`src/rtl/axis_framer.sv`:
```
// ---------------------------------------------------------------------------
// axis_framer
//   Framing stage in front of the AXI-Stream FIFO. Takes an unframed beat
//   stream and asserts m_last on every len-th beat. After each frame it
//   refuses input for k idle cycles. The output register drives the FIFO
//   write port directly.
//
//   Parameters
//     Data_width  width of the data path and of the k/len config inputs
//
//   Ports
//     clk        clock, rising edge
//     rst        asynchronous reset, active-low (0 = reset)
//     in_data    unframed input data
//     in_valid   input beat valid
//     in_ready   framer can accept an input beat
//     k          idle gap in cycles after each frame (latched at frame start)
//     len        beats per frame, 0 treated as 1 (latched at frame start)
//     m_data     framed output data (registered)
//     m_valid    output beat valid (registered)
//     m_last     last beat of frame (registered, only with m_valid)
//     m_ready    downstream can accept
//     busy       frame in progress or gap active
//     frame_cnt  [16 bits] completed frames delivered downstream, wrapping.
//                Present only when FRAMER_FRAME_CNT_EN is defined.
//
//   Optional feature macro: FRAMER_FRAME_CNT_EN
// ---------------------------------------------------------------------------
module axis_framer #(
    parameter int Data_width = 8
) (
    input  logic                  clk,
    input  logic                  rst,
    input  logic [Data_width-1:0] in_data,
    input  logic                  in_valid,
    output logic                  in_ready,
    input  logic [Data_width-1:0] k,
    input  logic [Data_width-1:0] len,
    output logic [Data_width-1:0] m_data,
    output logic                  m_valid,
    output logic                  m_last,
    input  logic                  m_ready,
`ifdef FRAMER_FRAME_CNT_EN
    output logic [15:0]           frame_cnt,
`endif
    output logic                  busy
);

    localparam logic [Data_width-1:0] ONE = Data_width'(1);

    typedef enum logic [1:0] {
        IDLE,
        BODY,
        GAP
    } state_t;

    state_t                state_q, state_n;
    logic [Data_width-1:0] cnt_q, cnt_n;
    logic [Data_width-1:0] gap_q, gap_n;
    logic [Data_width-1:0] len_q, len_n;
    logic [Data_width-1:0] k_q, k_n;
    logic [Data_width-1:0] data_n;
    logic                  valid_n;
    logic                  last_n;
    logic [Data_width-1:0] len_eff;
    logic                  is_last;
    logic                  in_fire;
    logic                  m_fire;

    // ------------------------------------------------------------------
    // State and output registers
    // ------------------------------------------------------------------
    always_ff @(posedge clk or negedge rst) begin
        if (!rst) begin
            state_q <= IDLE;
            cnt_q   <= '0;
            gap_q   <= '0;
            len_q   <= ONE;
            k_q     <= '0;
            m_data  <= '0;
            m_valid <= 1'b0;
            m_last  <= 1'b0;
        end else begin
            state_q <= state_n;
            cnt_q   <= cnt_n;
            gap_q   <= gap_n;
            len_q   <= len_n;
            k_q     <= k_n;
            m_data  <= data_n;
            m_valid <= valid_n;
            m_last  <= last_n;
        end
    end

    // ------------------------------------------------------------------
    // Next-state, handshakes and output register loading
    // ------------------------------------------------------------------
    always_comb begin
        state_n  = state_q;
        cnt_n    = cnt_q;
        gap_n    = gap_q;
        len_n    = len_q;
        k_n      = k_q;
        data_n   = m_data;
        valid_n  = m_valid;
        last_n   = m_last;
        is_last  = 1'b0;

        // Ready depends only on registered state and m_ready, so there is
        // no combinational path from in_valid to any m_* output.
        in_ready = (state_q != GAP) && (!m_valid || m_ready);
        in_fire  = in_valid && in_ready;
        m_fire   = m_valid && m_ready;
        len_eff  = (len == '0) ? ONE : len;

        unique case (state_q)
            IDLE: begin
                if (in_fire) begin
                    len_n = len_eff;
                    k_n   = k;
                    cnt_n = ONE;
                    gap_n = '0;
                    if (len_eff == ONE) begin
                        is_last = 1'b1;
                        state_n = (k != '0) ? GAP : IDLE;
                    end else begin
                        state_n = BODY;
                    end
                end
            end
            BODY: begin
                if (in_fire) begin
                    // cnt holds beats already accepted in this frame.
                    if (cnt_q == len_q - ONE) begin
                        is_last = 1'b1;
                        cnt_n   = '0;
                        gap_n   = '0;
                        state_n = (k_q != '0) ? GAP : IDLE;
                    end else begin
                        cnt_n = cnt_q + ONE;
                    end
                end
            end
            GAP: begin
                // Entered only with k_q > 0; stays exactly k_q cycles.
                if (gap_q == k_q - ONE) begin
                    gap_n   = '0;
                    state_n = IDLE;
                end else begin
                    gap_n = gap_q + ONE;
                end
            end
            default: state_n = IDLE;
        endcase

        if (in_fire) begin
            data_n  = in_data;
            valid_n = 1'b1;
            last_n  = is_last;
        end else if (m_fire) begin
            valid_n = 1'b0;
            last_n  = 1'b0;
        end
    end

    assign busy = (state_q != IDLE);

`ifdef FRAMER_FRAME_CNT_EN
    always_ff @(posedge clk or negedge rst) begin
        if (!rst) begin
            frame_cnt <= '0;
        end else if (m_valid && m_ready && m_last) begin
            frame_cnt <= frame_cnt + 16'd1;
        end
    end
`endif

endmodule

```
`config.mk`:
```
export PLATFORM = sky130hd
export DESIGN_NAME = axis_framer
export DESIGN_NICKNAME = d
export VERILOG_FILES = /design/src/rtl/axis_framer.sv
export SDC_FILE = /design/constraint.sdc
export NUM_CORES = 1
export LEC_CHECK = 0
export CAP_MARGIN = 20
export CORE_UTILIZATION = 58
export DETAILED_ROUTE_END_ITERATION = 8
export PLACE_DENSITY = 0.9
export SYNTH_ARGS = -nofsm -noshare
export SYNTH_HDL_FRONTEND = slang
export SYNTH_SLANG_ARGS = --single-unit
```
`constraint.sdc`:
```
create_clock -name clk -period 5.46 [get_ports clk]
set_input_delay 1.092 -clock clk [delete_from_list [all_inputs] [get_ports clk]]
set_output_delay 1.092 -clock clk [all_outputs]
set_load 0.01 [all_outputs]
```
==> qor.yml, run 1 <==
r2r_start: "len_q[1]"
grt_first_pass_wirelength_microns: 8576
startpoint_type: "input port"
timing.critical_path.slowest_cell_delay_ns: 0.54
syn_area_sq_mm: 0.002495
worstPathArrival_ns: 2.28
cts_hold_buf: 0
maxSlewHeadroom: 0.3596
vias: 2043
layout-drive-gt1-share: 0.1186
p_total_w: 0.001452
drc: 0
reg2reg_to: "gap_q[7]"
path_class: "in2out"
rows: 23
core_sq_mm: 0.004058
detail-route-antenna-nets: 0
wl_microns: 5052
critPathMaxFanout: 3
grt_pass1_vias: 2000
fill_cells: 286
grt_max_degree: 45
whs_ns: 0.5083
synth_ff_type: "dfrtp_1"
crit_end: "in_ready"
crit_family: "buffers and inverters"
max_cap_viol_count: 0
power_leakage_nw: 1.236
grt_usage: 0.2519
cts_buffer_depth: 2
die_y_microns: 67.59
synthCells: 255
synth_nets: 287
dp_hpwl_microns: 3702
syn_avg_cell_area_sq_um: 9.784
period_minus_slack_ns: 3.369
placed_area_sq_mm: 0.002923
wl_per_cell_microns: 14.64
synthArstFlopShare: 1.000
cp-startpoint: "m_ready"
final_max_slew_viol_count: 0
vdd_ir_drop_max_mv: 0.2427
crit_required_ns: 4.37
clkTransAtPathRegs_ns: 0.09
yosysWarnings: 0
reg2regPathDepth: 6
antenna_found_initial: 0
die_area_sq_mm: 0.004568
die_w_microns: 67.59
viasPerCell: 5.922
gp_congestion: 0.8058
finalInstanceArea_sq_mm: 0.003017
worst-path-buf-inv: 2
insertedDiodeCount: 0
fin_skew_ns: 0.01196
final-hold-violation-count: 0
fin_tns_setup_ns: 0
hold_path.class: "reg2reg"
start_util: 0.6149
ys_seq_area_frac: 0.4418
cts_setup_buffers: 0
synth-edff-count: 0
crit_top_cell: "clkdlybuf4s50_1"
status: "complete, no violations"
nNetsFinal: 326
critPathSlowestCell: "clkdlybuf4s50_1"
htree_levels: 2
max_freq_ghz: 0.2968
cts.sinks: 44
drt_iter0_drc: 163
ys_seq_elements: 44
clock_latency_ns: 0.30
setup_viol: 0
cts_tree: "done"
tightest_slew_ns: 0.9605
io_buffer_count: 39
io_pins: 40
cts_resized: 0
cp.depth: 4
cts_buffers: 5
reg2reg_slack_ns: 2.94
powerDensity_mw_per_mm2: 481.4
synth.distinct_cells: 48
dr.pass1.iters: 4
root_buffer: "clkbuf_8"
critPathCaptureType: "output port"
crit_path_cell_trace: "clkdlybuf4s50_1 > nor2b_1 > nor2_1 > clkdlybuf4s50_1"
min_period_over_period: 0.6170
overflow: 0
rsz0062_at_grt: "no"
area_growth_pct: 20.91
==> logic make-up after synthesis <==
family                     count (synthesis)  share of synthesized area
and+or+nand+nor                           89                     0.1951
AOI/OAI and AO/OA                         54                     0.1475
DFF                                       44                     0.4418
buffers and inverters                     24                    0.03661
xor gates and xnor gates                  21                    0.07372
muxes                                     19                    0.08525
adders and majority gates                  4                    0.02006
==> cells in the final DEF (no fill, tap or decap), types with 3 or more instances in the layout <==
cell | Yosys | routed
xor2_1 | 11 | 11
o21ai_0 | 20 | 20
mux2_2 | 18 | 18
nor2b_1 | 6 | 6
a31oi_1 | 3 | 3
o211ai_1 | 4 | 4
nand2_1 | 14 | 14
a21oi_1 | 11 | 11
ha_1 | 4 | 4
dfrtp_1 | 43 | 43
nor2_1 | 11 | 11
nor3_1 | 9 | 9
nand2b_1 | 6 | 6
nor4_1 | 5 | 5
clkbuf_8 | 0 | 6
clkdlybuf4s50_1 | 0 | 38
inv_1 | 15 | 15
and3_1 | 8 | 8
nand3_1 | 11 | 11
xnor2_1 | 10 | 10
nand4_1 | 6 | 6
==> per-layer routing <==
metal,routed length (microns),vias to the layer above,track usage,share of wire
met5,0,-,0,0
met3,198,8,0.04899,0.039
met2,2635,51,0.4406,0.52
met1,2141,984,0.2958,0.42
met4,77,0,0.1117,0.015
li1,-,1000,-,-
==> stage by stage <==
step	util	std cells	setup WS, ns
floorplan	-	255	3.034
global route	0.7434	345	2.021
global placement	0.7203	337	2.093
finish	0.7434	345	2.091
CTS	0.7434	345	2.079
detailed placement	0.7203	337	2.079
==> worst min path at each step <==
stage | to | start | cells past startpoint | slack [ns]
6_report | state_q[0] | state_q[1] | 1 | 0.51
5_1_grt | m_data[4] | m_data[4] | 1 | 0.53
4_1_cts | state_q[0] | state_q[1] | 1 | 0.50
3_5_place_dp | state_q[0] | state_q[1] | 1 | 0.49
3_3_place_gp | m_data[4] | m_data[4] | 1 | 0.49
2_1_floorplan | state_q[0] | state_q[1] | 1 | 0.45
==> sequential cells by signal, indices dropped and copies added, names as in the netlist <==
signal and cells:
gap_q 8, cnt_q 8, k_q 8, state_q 2, m_last 1, m_data 8, len_q 8, m_valid 1
==> synth_stat cells (all sizes together) (3+ instances only) <==
library cell / count / area (sq um)
nor2b: 6 / 37.54
nor2: 11 / 41.29
mux2: 18 / 202.7
nand4: 6 / 37.54
xnor2: 10 / 87.58
clkbuf: 8 / 31.28
and3: 8 / 50.05
a21oi: 11 / 55.05
and2: 3 / 20.02
nor4: 5 / 31.28
a31oi: 3 / 18.77
o21ai: 22 / 125.1
ha: 4 / 50.05
nand2: 14 / 52.55
o211ai: 4 / 30.03
inv: 15 / 56.30
xor2: 11 / 96.34
nand3: 11 / 55.05
nor3: 9 / 45.04
dfrtp: 43 / 1076
nand2b: 6 / 37.54
==> power breakdown <==
part | internal [W] | leakage, nW | switching, W
sequential | 0.000451 | 0.546 | 0.000170
combinational | 0.000312 | 0.645 | 0.000306
clock | 0.000103 | 0.0445 | 0.000110
==> layout make-up <==
class | count | area [sq um] | area share
Clock inverter | 1 | 7.507 | 0.002489
Tap cell | 50 | 62.56 | 0.02074
Timing Repair Buffer | 41 | 400.4 | 0.1327
Clock buffer | 7 | 86.33 | 0.02862
Inverter | 15 | 56.30 | 0.01866
Multi-Input combinational cell | 187 | 1301 | 0.4314
Sequential cell | 44 | 1102 | 0.3654
==> worst reg2reg max path: stages (launching register included) <==
cell,delay [ns]
dfrtp_1,0.46
or4_4,0.55
or3_1,0.36
a2111oi_4,0.40
nand3_1,0.14
o21ai_2,0.30
o221ai_1,0.19
(Power assumes the default switching activity.)
==> run 2: changes to the inputs <==
--- a/config.mk
+++ b/config.mk
@@ -6,9 +6,9 @@
 export NUM_CORES = 1
 export LEC_CHECK = 0
 export CAP_MARGIN = 20
-export CORE_UTILIZATION = 58
+export CORE_UTILIZATION = 48
 export DETAILED_ROUTE_END_ITERATION = 8
-export PLACE_DENSITY = 0.9
+export PLACE_DENSITY = 0.81
 export SYNTH_ARGS = -nofsm -noshare
 export SYNTH_HDL_FRONTEND = slang
 export SYNTH_SLANG_ARGS = --single-unit
==> constraint.sdc (replaced) <==
create_clock -name clk -period 2.83 [get_ports clk]
set_input_delay 0.566 -clock clk [delete_from_list [all_inputs] [get_ports clk]]
set_output_delay 0.566 -clock clk [all_outputs]
set_load 0.01 [all_outputs]
==> run 2 against run 1 <==
Compared with the run above: clock skew is 0.0079 ns lower; utilization fell by 10 points; combinational power is 96% higher; largest power group is now combinational logic; non-clock buffer count increased by 5; cell area rose by 2.9%.
==> qor.yml, run 2 (synthesized netlist as in run 1, its figures left out) <==
status: "complete, no violations"  # unchanged
cts_hold_buf: 0  # unchanged
dp_hpwl_microns: 3753  # was 3702 microns
antenna_found_initial: 0  # unchanged
io_buffer_count: 39  # unchanged
cts_setup_buffers: 0  # unchanged
overflow: 0  # unchanged
die_w_microns: 74.10  # was 67.59 microns
detail-route-antenna-nets: 0  # unchanged
final_max_slew_viol_count: 0  # unchanged
timing.critical_path.slowest_cell_delay_ns: 0.54  # about the same
insertedDiodeCount: 0  # unchanged
nNetsFinal: 331  # was 326
path_class: "reg2reg"  # was in2out
clkTransAtPathRegs_ns: 0.08  # was 0.09 ns
grt_pass1_vias: 1994  # was 2000
grt_first_pass_wirelength_microns: 8645  # was 8576 microns
crit_path_cell_trace: "or4_4 > or3_1 > a2111oi_4 > nand3_1 > o21ai_2 > o221ai_1"  # was clkdlybuf4s50_1 > nor2b_1 > nor2_1 > clkdlybuf4s50_1
grt_usage: 0.2043  # was 0.2519
hold_path.class: "in2async"  # was reg2reg
setup_viol: 0  # unchanged
tightest_slew_ns: 0.4147  # was 0.9605 ns
drt_iter0_drc: 114  # was 163
cts_buffer_depth: 2  # unchanged
cts_resized: 0  # unchanged
wl_microns: 5049  # was 5052 microns
critPathMaxFanout: 8  # was 3
critPathSlowestCell: "or4_4"  # was clkdlybuf4s50_1
cts_buffers: 5  # unchanged
power_leakage_nw: 1.276  # was 1.236 nW
worst-path-buf-inv: 0  # was 2
core_sq_mm: 0.004848  # was 0.004058 sq mm
die_y_microns: 74.10  # was 67.59 microns
gp_congestion: 0.8478  # was 0.8058
clock_latency_ns: 0.29  # was 0.30 ns
worstPathArrival_ns: 2.64  # was 2.28 ns
vias: 2002  # was 2043
cts.sinks: 44  # unchanged
start_util: 0.5146  # was 0.6149
fin_skew_ns: 0.004111  # was 0.01196 ns
final_cell_mix: "dfrtp_1 (43), clkdlybuf4s50_1 (38), o21ai_0 (20)"  # unchanged
fin_tns_setup_ns: 0  # unchanged
p_total_w: 0.002872  # was 0.001452 W
cts_tree: "done"  # unchanged
final_common_cell: "dfrtp_1"  # unchanged
vdd_ir_drop_max_mv: 0.4989  # was 0.2427 mV
max_freq_ghz: 0.4028
die_area_sq_mm: 0.005490  # was 0.004568 sq mm
period_minus_slack_ns: 2.482
crit_required_ns: 2.99  # was 4.37 ns
min_period_over_period: 0.8772
crit_family: "simple AND/OR/NAND/NOR gates"  # was buffers and inverters
grt_max_degree: 45  # unchanged
layout-drive-gt1-share: 0.1367  # was 0.1186
rows: 25  # was 23
root_buffer: "clkbuf_8"  # unchanged
maxSlewHeadroom: 0.7210  # was 0.3596
powerDensity_mw_per_mm2: 924.9  # was 481.4 mW/mm^2
max_cap_viol_count: 0  # unchanged
wl_per_cell_microns: 13.76  # was 14.64 microns
htree_levels: 2  # unchanged
rsz0062_at_grt: "no"  # unchanged
io_pins: 40  # unchanged
dr.pass1.iters: 4  # unchanged
fill_cells: 404  # was 286
viasPerCell: 5.455  # was 5.922
drc: 0  # unchanged
startpoint_type: "flip-flop"  # was input port
area_growth_pct: 24.47  # was 20.91%
critPathCaptureType: "flip-flop"  # was output port
final-hold-violation-count: 0  # unchanged
run 2: through the flow:
stage | setup slack [ns] | hold WS, ns | cells | utilization | instance area, sq um
final | 0.3475 | 0.1936 | 367 | 0.6405 | 3105
after global routing | 0.1918 | 0.2197 | 367 | 0.6405 | 3105
after CTS | 0.3469 | 0.4558 | 366 | 0.6364 | 3085
after detailed placement | 0.3697 | 0.4880 | 358 | 0.6134 | 2974
after global placement | 0.4089 | 0.4831 | 358 | 0.6134 | 2974
after floorplan | 0.4786 | 0.2704 | 255 | - | 2495
run 2: path summary, 6_finish.rpt:
check	startpoint	to	slack [ns]	cells after the start
max	len_q[1]	gap_q[7]	0.35	6
min	rst	k_q[3]	0.19	1
max reg2reg	len_q[1]	gap_q[7]	0.35	6
min reg2reg	state_q[1]	state_q[0]	0.50	1
max in group asynchronous	rst	m_data[3]	2.16	2
min in group clk	state_q[1]	state_q[0]	0.50	1
run 2: area by class of cell:
| type | count | area (sq um) | share of cell area |
|---|---|---|---|
| Multi-Input combinational cell | 187 | 1301 | 0.4190 |
| Sequential cell | 44 | 1102 | 0.3550 |
| Clock inverter | 3 | 42.54 | 0.01370 |
| Inverter | 15 | 56.30 | 0.01813 |
| Clock buffer | 5 | 68.82 | 0.02216 |
| Timing Repair Buffer | 46 | 450.4 | 0.1450 |
| Tap cell | 67 | 83.83 | 0.02699 |
run 2: report_power, final:
| group | switching (W) | internal, W | leakage, nW |
|---|---|---|---|
| Sequential | 0.000315 | 0.000871 | 0.546 |
| Combinational | 0.000594 | 0.000614 | 0.675 |
| Clock | 0.000218 | 0.000261 | 0.0541 |
| Total | 0.00113 | 0.00175 | 1.28 |
run 2: layer usage:
metal / wire length [microns] / vias to the layer above / track usage
li1: - / 1009 / -
met1: 2255 / 967 / 0.2541
met2: 2627 / 19 / 0.3636
met3: 98 / 7 / 0.03659
met4: 68 / 0 / 0.05556
met5: 0 / - / 0
